### config.mk
export PLATFORM = sky130hd
export DESIGN_NAME = wb_spram_ctrl
export DESIGN_NICKNAME = d
export VERILOG_FILES = /design/src/rtl/wb_spram_pkg.sv /design/src/rtl/wb_byte_merge.sv /design/src/rtl/wb_spram_ctrl.sv
export SDC_FILE = /design/constraint.sdc
export NUM_CORES = 1
export LEC_CHECK = 0
export ABC_AREA = 1
export CORE_MARGIN = 5
export CORE_UTILIZATION = 40
export DETAILED_ROUTE_END_ITERATION = 6
export DONT_BUFFER_PORTS = 1
export GPL_TIMING_DRIVEN = 0
export PLACE_DENSITY = 0.59
export SETUP_SLACK_MARGIN = 0.5
export SLEW_MARGIN = 20
export SYNTH_ARGS = -nofsm -noshare
export SYNTH_HDL_FRONTEND = slang
export SYNTH_SLANG_ARGS = --single-unit
export TNS_END_PERCENT = 100
### constraint.sdc
create_clock -name clock -period 1.73 [get_ports clock]
set_input_delay 0.173 -clock clock [delete_from_list [all_inputs] [get_ports clock]]
set_output_delay 0.173 -clock clock [all_outputs]
set_load 0.01 [all_outputs]
### src/rtl/wb_spram_pkg.sv
// rtl/wb_spram_pkg.sv - shared state enum, sel-width derivation and sel compare helpers
package wb_spram_pkg;

  typedef enum logic {
    IDLE   = 1'b0,
    RMW_WR = 1'b1
  } ctrl_state_t;

  // Widest byte-select the helpers accept (128-bit data).
  localparam int SEL_MAX = 16;

  function automatic int sel_width(input int data_width);
    return data_width / 8;
  endfunction

  function automatic logic sel_all_ones(input logic [SEL_MAX-1:0] sel, input int width);
    logic ones;
    ones = 1'b1;
    for (int i = 0; i < SEL_MAX; i++) begin
      if ((i < width) && !sel[i]) ones = 1'b0;
    end
    return ones;
  endfunction

  function automatic logic sel_is_zero(input logic [SEL_MAX-1:0] sel);
    return (sel == '0);
  endfunction

endpackage

### src/rtl/wb_byte_merge.sv
// rtl/wb_byte_merge.sv - per-byte-lane select between new and old data words
module wb_byte_merge #(
  parameter int DATA_WIDTH = 16,
  parameter int SEL_WIDTH  = DATA_WIDTH / 8
) (
  input  logic [DATA_WIDTH-1:0] new_data,
  input  logic [DATA_WIDTH-1:0] old_data,
  input  logic [SEL_WIDTH-1:0]  sel,
  output logic [DATA_WIDTH-1:0] merged
);

  for (genvar i = 0; i < SEL_WIDTH; i++) begin : g_lane
    assign merged[8*i +: 8] = sel[i] ? new_data[8*i +: 8] : old_data[8*i +: 8];
  end

endmodule

### src/rtl/wb_spram_ctrl.sv
// rtl/wb_spram_ctrl.sv - Wishbone B4 pipelined slave driving the spram port directly
// WB_SPRAM_RMW_EN enables read-modify-write for partial byte-select writes.
module wb_spram_ctrl
  import wb_spram_pkg::*;
#(
  parameter int ADDR_WIDTH = 16,
  parameter int DATA_WIDTH = 16,
  parameter int SEL_WIDTH  = sel_width(DATA_WIDTH)
) (
  input  logic                  clock,
  input  logic                  reset_n,
  input  logic                  wb_cyc_i,
  input  logic                  wb_stb_i,
  input  logic                  wb_we_i,
  input  logic [ADDR_WIDTH-1:0] wb_adr_i,
  input  logic [DATA_WIDTH-1:0] wb_dat_i,
  input  logic [SEL_WIDTH-1:0]  wb_sel_i,
  output logic [DATA_WIDTH-1:0] wb_dat_o,
  output logic                  wb_ack_o,
  output logic                  wb_err_o,
  output logic                  wb_stall_o,
  output logic [ADDR_WIDTH-1:0] ram_address,
  output logic [DATA_WIDTH-1:0] ram_data,
  output logic                  ram_wren,
  output logic                  ram_cen,
  input  logic [DATA_WIDTH-1:0] ram_q
);

  logic stall, accept, sel_ones, sel_zero;
  logic ack_q, err_q, rd_q;
  logic ack_d, err_d, rd_d;

  assign sel_ones = sel_all_ones(SEL_MAX'(wb_sel_i), SEL_WIDTH);
  assign sel_zero = sel_is_zero(SEL_MAX'(wb_sel_i));

`ifdef WB_SPRAM_RMW_EN
  ctrl_state_t           state, state_next;
  logic                  cap_load;
  logic [ADDR_WIDTH-1:0] cap_adr;
  logic [DATA_WIDTH-1:0] cap_dat, merged;
  logic [SEL_WIDTH-1:0]  cap_sel;

  assign stall = (state == RMW_WR);

  always_ff @(posedge clock or negedge reset_n) begin
    if (!reset_n) state <= IDLE;
    else          state <= state_next;
  end

  always_ff @(posedge clock or negedge reset_n) begin
    if (!reset_n) begin
      cap_adr <= '0;
      cap_dat <= '0;
      cap_sel <= '0;
    end else if (cap_load) begin
      cap_adr <= wb_adr_i;
      cap_dat <= wb_dat_i;
      cap_sel <= wb_sel_i;
    end
  end

  wb_byte_merge #(
    .DATA_WIDTH(DATA_WIDTH),
    .SEL_WIDTH (SEL_WIDTH)
  ) u_merge (
    .new_data(cap_dat),
    .old_data(ram_q),
    .sel     (cap_sel),
    .merged  (merged)
  );
`else
  assign stall = 1'b0;
`endif

  // Reset gating keeps the RAM port quiet while a request is held through reset.
  assign accept = reset_n & wb_cyc_i & wb_stb_i & ~stall;

  always_comb begin
    ram_cen     = 1'b0;
    ram_wren    = 1'b0;
    ram_address = '0;
    ram_data    = '0;
    ack_d       = 1'b0;
    err_d       = 1'b0;
    rd_d        = 1'b0;
`ifdef WB_SPRAM_RMW_EN
    state_next  = state;
    cap_load    = 1'b0;
    if (state == RMW_WR) begin
      ram_cen     = 1'b1;
      ram_wren    = 1'b1;
      ram_address = cap_adr;
      ram_data    = merged;
      ack_d       = wb_cyc_i;
      state_next  = IDLE;
    end else
`endif
    if (accept) begin
      if (!wb_we_i) begin
        ram_cen     = 1'b1;
        ram_address = wb_adr_i;
        ack_d       = 1'b1;
        rd_d        = 1'b1;
      end else if (sel_ones) begin
        ram_cen     = 1'b1;
        ram_wren    = 1'b1;
        ram_address = wb_adr_i;
        ram_data    = wb_dat_i;
        ack_d       = 1'b1;
      end else if (sel_zero) begin
        ack_d = 1'b1;
      end else begin
`ifdef WB_SPRAM_RMW_EN
        ram_cen     = 1'b1;
        ram_address = wb_adr_i;
        cap_load    = 1'b1;
        state_next  = RMW_WR;
`else
        err_d = 1'b1;
`endif
      end
    end
  end

  always_ff @(posedge clock or negedge reset_n) begin
    if (!reset_n) begin
      ack_q <= 1'b0;
      err_q <= 1'b0;
      rd_q  <= 1'b0;
    end else begin
      ack_q <= ack_d;
      err_q <= err_d;
      rd_q  <= rd_d;
    end
  end

  // A master that drops cyc abandons any response still in flight.
  assign wb_ack_o   = ack_q & wb_cyc_i;
  assign wb_err_o   = err_q & wb_cyc_i;
  assign wb_dat_o   = (wb_ack_o & rd_q) ? ram_q : '0;
  assign wb_stall_o = stall;

endmodule

==> results of run 1 <==
-- path summary, 6_finish.rpt --
| path | endpoint | slack [ns] | depth (start not counted) |
|---|---|---|---|
| max in group asynchronous | rd_q | 1.39 | 1 |
| worst min-delay path | err_q | 0.19 | 1 |
| min in group clock | ack_q | 0.23 | 4 |
| worst max-delay path | wb_dat_o[12] | 0.51 | 3 |
-- power groups by stage --
stage | logic [mW] | clock network [mW] | registers (mW)
5_1_grt | 0.115 | 0.152 | 0.0739
3_5_place_dp | 0.0857 | 0 | 0.0742
6_report | 0.0971 | 0.119 | 0.0741
4_1_cts | 0.0927 | 0.127 | 0.0741
3_3_place_gp | 0.0835 | 0 | 0.0740
2_1_floorplan | 0.0731 | 0 | 0.0739
-- Yosys cell counts --
cell	instances
inv_1	21
dfrtp_1	3
nand3_1	17
buf_6	2
nor2_1	54
nand3_2	1
buf_4	2
conb_1	1
ha_1	2
nand2_1	21
clkbuf_1	1
buf_2	5
-- flip-flops by register name (all words and copies together), names as in the netlist --
name   cells
rd_q       1
err_q      1
ack_q      1
-- logic make-up (layout without fill, tap and decap cells) --
kind of cell	after synthesis	in the layout	synth area share
AND/OR/NAND/NOR	93	93	0.602
buffers and inverters	31	37	0.232
flip-flops	3	3	0.120
adder cells (fa/ha/maj)	2	2	0.0400
other	1	1	0.00599
-- metrics by stage --
stage               setup WS (ns)  power, mW  std cells   util
global placement            0.512      0.158        146  0.434
finish                      0.510      0.291        152  0.518
global route                0.434      0.340        152  0.518
CTS                         0.502      0.294        151  0.492
detailed placement          0.463      0.160        146  0.434
floorplan                   0.653      0.147        130      -
-- per-layer routing --
layer	global-route usage	part of all wire
met1	0.174	0.33
met3	0.0813	0.13
met5	0	0
met4	0.0917	0.0087
met2	0.331	0.53
-- placed cells by master (no fill, tap or decap) --
| cell | count |
|---|---|
| buf_6 | 2 |
| nor2_4 | 2 |
| nand3_2 | 1 |
| inv_1 | 21 |
| dlygate4sd3_1 | 1 |
| buf_8 | 1 |
| nand3_1 | 16 |
| buf_2 | 3 |
| conb_1 | 1 |
| nand2_1 | 20 |
| buf_4 | 4 |
| clkbuf_4 | 3 |
| nor2_2 | 16 |
| ha_1 | 2 |
| nand3_4 | 1 |
| dfrtp_1 | 3 |
| clkbuf_1 | 2 |
| nor2_1 | 36 |
| nand2_2 | 1 |
-- layout make-up --
type                            instances  area share
Buffer                                 10       0.102
Timing Repair Buffer                    2      0.0227
Tap cell                               16      0.0259
Multi-Input combinational cell         96       0.616
Clock buffer                            4      0.0340
Sequential cell                         3      0.0972
Inverter                               21       0.102
-- what timing repair did --
| item | 4_1_cts | 5_1_grt |
|---|---|---|
| hold endpoints to repair | 3 | 0 |
| setup endpoints to repair | 20 | 28 |
| pin swaps | 0 | 1 |
| hold buffers | 1 | 0 |
| resized for setup | 16 | 11 |
| buffers inserted | 0 | 1 |
==> metrics.csv, run 1 <==
metric,value,unit
register area,75.1,um^2
sequential area share after synthesis,0.120,
post-route minimum period,1.22,ns
unrepaired setup endpoints after global routing,yes,
post-DR wirelength/cell,14.4,um
CP endpoint kind,output pin,
IO buf count,0,
Via Count,770,
Worst VDD drop,0.246,mV
CTS Buffer Depth,2,
Crit path max-delay family,flip-flops,
ANT cells,0,
net switching power,0.0986,mW
gate count of the mapped netlist,130,
design area,772,um^2
CTS HTree Levels,1,
vias in the first global route,807,
Switching Fraction,0.339,
Post-Syn Nets,187,
"Avg Cell Area, Syn",4.81,um^2
crit path max-delay cell type,dfrtp_1,
drt first-iter violations,7,
Int Power,0.192,mW
Die Width,49.5,um
DR pass1 iterations,3,
fillcell total,171,
gr usage total,0.184,
Final nets,194,
Critical Path Max Stage Delay,0.37,ns
Die Ht,49.5,um
Clock transition at path regs,0.03,ns
TritonCTS Buffers,3,
WHS,0.195,ns
first-pass GRT wire length,3610,um
largest net degree at the start of global routing,11,
# IOs,108,
outcome,finished clean,
via/cell ratio,5.07,
Yosys top cell area share,0.324,
CTS root buf,clkbuf_4,
setup_tns,0,ns
total of max-cap violations,0,
"Cell Chain, Critical Path",nand3_4 > buf_8 > nor2_2,
largest area contributor in the netlist,nor2_1,
DRT Wirelength,2190,um
Placeable Area,1490,um^2
P per Cell Area,376,nW/um^2
CP startpoint,ack_q,
Final Hold Vio Count,0,
Netlist cell types,12,
Synth area leaders,"nor2_1 (32%), nand3_1 (14%), inv_1 (13%), nand2_1 (13%), dfrtp_1 (12%)",
clock sinks,3,
critical path peak fanout,10,
Startpoint Class,flip-flop,
Routed Antenna Nets,0,
HPWL after DPL,1780,um
GR Overflow Total,0,
placed cell area,646,um^2
Clk network pwr share,0.411,
count of final max-slew check failures,0,
DRC viols,0,
#FFs+latches synth,3,
Max Freq,820,MHz
crit path DAT,1.05,ns
area of the multi-input gates,475,um^2
Final Wtd Congestion,0.717,
Initial Utilization,0.420,
clock tree from TritonCTS,yes,
Final setup viols,0,
ratio of cells with drive above 1 in the final layout,0.250,
Min-Delay Path Class,in -> async,
DIE AREA,2450,um^2
part of the power in combinational logic,0.334,
Rows,14,
critical path class,reg -> out,
Area Overhead vs Synth,23.4,%
Ys Warns,0,
synthesized area,626,um^2
"Buf+Inv Stages, Crit Path",1,
crit share post-route,0.705,
initial antenna violation count,0,
Seq pwr share,0.255,
Leak,0.396,nW
Critical Path RT,1.56,ns
Power figures use the tool's default switching activity.
==> run 2: changes to the inputs <==
==> constraint.sdc (replaced) <==
create_clock -name clock -period 1.26 [get_ports clock]
set_input_delay 0.126 -clock clock [delete_from_list [all_inputs] [get_ports clock]]
set_output_delay 0.126 -clock clock [all_outputs]
set_load 0.01 [all_outputs]
==> metrics.csv, run 2 <==
metric,value,unit,change
outcome,aborted with a tool error,,was finished clean
Fail Step,5_1_grt,,
Error,"[ERROR DPL-0038] Utilization greater than 100%, impossible to legalize",,
IO buf count,0,,unchanged
Synth area leaders,"nor2_1 (32%), nand3_1 (14%), inv_1 (13%), nand2_1 (13%), dfrtp_1 (12%)",,unchanged
largest area contributor in the netlist,nor2_1,,unchanged
Post-synth ARST share,1.00,,unchanged
Die Width,49.5,um,unchanged
GRT repair_timing worst endpoint,wb_dat_o[12],,
Worst EP kind,primary output,,
Post-Syn Nets,187,,unchanged
synthesized area,626,um^2,unchanged
CTS root buf,clkbuf_4,,unchanged
Netlist cell types,12,,unchanged
HPWL after DPL,1920,um,was 1780 um
largest net degree at the start of global routing,11,,
top-count cell post-synth,nor2_1,,unchanged
Yosys top cell area share,0.324,,unchanged
most frequent cells after synthesis,"nor2_1 (54), inv_1 (21), nand2_1 (21)",,unchanged
#FFs+latches synth,3,,unchanged
# IOs,108,,unchanged
Placement Setup Slack,0.311,ns,was 0.463 ns
CTS Buffer Depth,2,,unchanged
"Avg Cell Area, Syn",4.81,um^2,unchanged
Die Ht,49.5,um,unchanged
Rows,14,,unchanged
Final Wtd Congestion,0.630,,was 0.717
Initial Utilization,0.420,,unchanged
Ys Warns,0,,unchanged
CTS HTree Levels,1,,unchanged
Post-synth EDFFs,0,,unchanged
Post-synth top flop,dfrtp_1,,unchanged
clock sinks,3,,unchanged
TritonCTS Buffers,3,,unchanged
sequential area share after synthesis,0.120,,unchanged
gate count of the mapped netlist,130,,unchanged
[run 2: cell counts after synthesis]
Identical to the previous run, type by type.
[run 2: stage by stage]
| stage | utilization | cell area (um^2) | std cells |
|---|---|---|---|
| after global placement | 0.750 | 1120 | 146 |
| after floorplan | - | 1100 | 130 |
| after CTS | 0.976 | 1450 | 158 |
| after detailed placement | 0.750 | 1120 | 146 |
[run 2: cells by family after synthesis]
family        after synthesis  synth area share
buf+inv                    31             0.232
other cells                 1           0.00599
fa+ha+maj                   2            0.0400
simple gates               93             0.602
flops                       3             0.120
[run 2: timing repair]
item / 4_1_cts
gates resized for setup: 49
setup endpoints to repair: 45
gates cloned: 2
hold buffers: 1
endpoints found under the hold margin: 3
buffers inserted: 5
pin swaps: 29
==> run 3: changes to the inputs <==
--- a/config.mk
+++ b/config.mk
@@ -6,13 +6,12 @@
 export NUM_CORES = 1
 export LEC_CHECK = 0
 export ABC_AREA = 1
-export CORE_MARGIN = 5
-export CORE_UTILIZATION = 40
+export CORE_AREA = 5 5 66 68
 export DETAILED_ROUTE_END_ITERATION = 6
+export DIE_AREA = 0 0 71 73
 export DONT_BUFFER_PORTS = 1
 export GPL_TIMING_DRIVEN = 0
-export PLACE_DENSITY = 0.59
-export SETUP_SLACK_MARGIN = 0.5
+export PLACE_DENSITY_LB_ADDON = 0.15
 export SLEW_MARGIN = 20
 export SYNTH_ARGS = -nofsm -noshare
 export SYNTH_HDL_FRONTEND = slang
==> metrics.csv, run 3 (synthesized netlist as in run 1, its figures left out) <==
metric,value,unit,change
critical path class,reg -> out,,
CTS Buffer Depth,2,,unchanged
Rows,23,,was 14
first-pass GRT wire length,3320,um,
biggest regs,"ack_q (1), err_q (1), rd_q (1)",,
setup_tns,0,ns,
post-CTS setup buffer count,0,,was 5
Finished Core Util,0.208,,
IO buf count,0,,unchanged
# IOs,108,,unchanged
Seq pwr share,0.202,,
CP endpoint kind,output pin,,
Final Hold Vio Count,0,,
DIE AREA,5180,um^2,
drt first-iter violations,8,,
GR Overflow Total,0,,
initial antenna violation count,0,,
via/cell ratio,4.26,,
DRC viols,0,,
Final nets,193,,
met3 WL,382,um,
Clock transition at path regs,0.03,ns,
Via Count,788,,
largest net degree at the start of global routing,11,,
DR pass1 iterations,2,,
DRT Wirelength,2380,um,
critical path peak fanout,10,,
Leak,0.396,nW,
Die Ht,73,um,was 49.5 um
most frequent cells in the layout,"nor2_1 (44), inv_1 (21), nand2_1 (20), nand3_1 (16), nor2_2 (10)",,
Min-Delay Path Class,in -> async,,
"commonest non-fill, non-tap cell in the layout",nor2_1,,
gr usage total,0.0811,,
crit path DAT,1.06,ns,
Placeable Area,3800,um^2,
Clk network pwr share,0.545,,
Area Overhead vs Synth,26.2,%,
Int Power,0.358,mW,
CTS HTree Levels,1,,unchanged
Switching Fraction,0.293,,
HPWL after DPL,2020,um,was 1920 um
Met1 Wirelength,906,um,
Critical Path RT,1.13,ns,
part of the power in combinational logic,0.252,,
CTS root buf,clkbuf_8,,was clkbuf_4
Placed Cells,180,,was 146
vias in the first global route,716,,
fillcell total,438,,
unrepaired setup endpoints after global routing,no,,
Max Freq,843,MHz,
Max Used Layer,met4,,
register area,75.1,um^2,
post-route minimum period,1.19,ns,
total of max-cap violations,0,,
clock sinks,3,,unchanged
Routed Antenna Nets,0,,
Startpoint Class,flip-flop,,
metal2 WL,1060,um,
area of the multi-input gates,445,um^2,
Initial Utilization,0.165,,was 0.420
WHS,0.170,ns,
Non-Filler Instances,185,,
count of final max-slew check failures,0,,
Final setup viols,0,,
crit share post-route,0.941,,
Worst VDD drop,0.159,mV,
ANT cells,0,,
clock tree from TritonCTS,yes,,
P per Cell Area,640,nW/um^2,
net switching power,0.148,mW,
outcome,finished clean,,was aborted with a tool error
ratio of cells with drive above 1 in the final layout,0.185,,
Final Wtd Congestion,0.740,,was 0.630
TritonCTS Buffers,3,,unchanged
Die Width,71,um,was 49.5 um
post-DR wirelength/cell,12.8,um,
Pwr Total,0.506,mW,
run 3: layout make-up:
| cell class | count | area share |
|---|---|---|
| timing repair buffer | 1 | 0.0127 |
| buffer | 10 | 0.0919 |
| multi-input combinational | 96 | 0.564 |
| clock buffer | 4 | 0.0571 |
| inverter | 21 | 0.0998 |
| sequential | 3 | 0.0951 |
| tap | 50 | 0.0792 |
run 3: power by group through the flow:
stage | Sequential (mW) | Combinational, mW | Clock (mW)
2_1_floorplan | 0.101 | 0.100 | 0
3_3_place_gp | 0.102 | 0.118 | 0
6_report | 0.102 | 0.128 | 0.276
4_1_cts | 0.101 | 0.127 | 0.287
5_1_grt | 0.103 | 0.148 | 0.306
3_5_place_dp | 0.102 | 0.120 | 0
run 3: per-stage QoR:
step	instance area [um^2]	worst slack, ns
after CTS	766	0.0155
after floorplan	626	0.277
after global routing	790	0.0132
after global placement	688	0.114
final	790	0.0743
after detailed placement	688	0.0690
run 3: what timing repair did:
action	in CTS	in global routing
gates cloned	0	0
gates resized for setup	8	7
endpoints found under the hold margin	3	0
endpoints found under the setup margin	10	20
hold buffers	1	0
run 3: per-layer routing:
metal | vias up | global-route usage
met5 | - | 0
met4 | 0 | 0.0501
met3 | 2 | 0.0248
met2 | 87 | 0.135
met1 | 313 | 0.0905
li1 | 386 | -
run 3: worst max-delay path by stage:
stage | slack, ns | cells past startpoint | endpoint | startpoint
floorplan | 0.28 | 6 | ram_address[10] | wb_sel_i[0]
global placement | 0.11 | 6 | ram_address[10] | wb_sel_i[0]
detailed placement | 0.07 | 6 | ram_address[9] | wb_sel_i[0]
CTS | 0.02 | 3 | wb_dat_o[6] | ack_q
global route | 0.01 | 3 | wb_dat_o[12] | ack_q
finish | 0.07 | 3 | wb_dat_o[12] | ack_q
run 3: critical path, cell delays in order (launching register included):
cell and delay [ns]:
dfrtp_1 0.39, nand3_4 0.12, buf_6 0.17, nor2_2 0.16
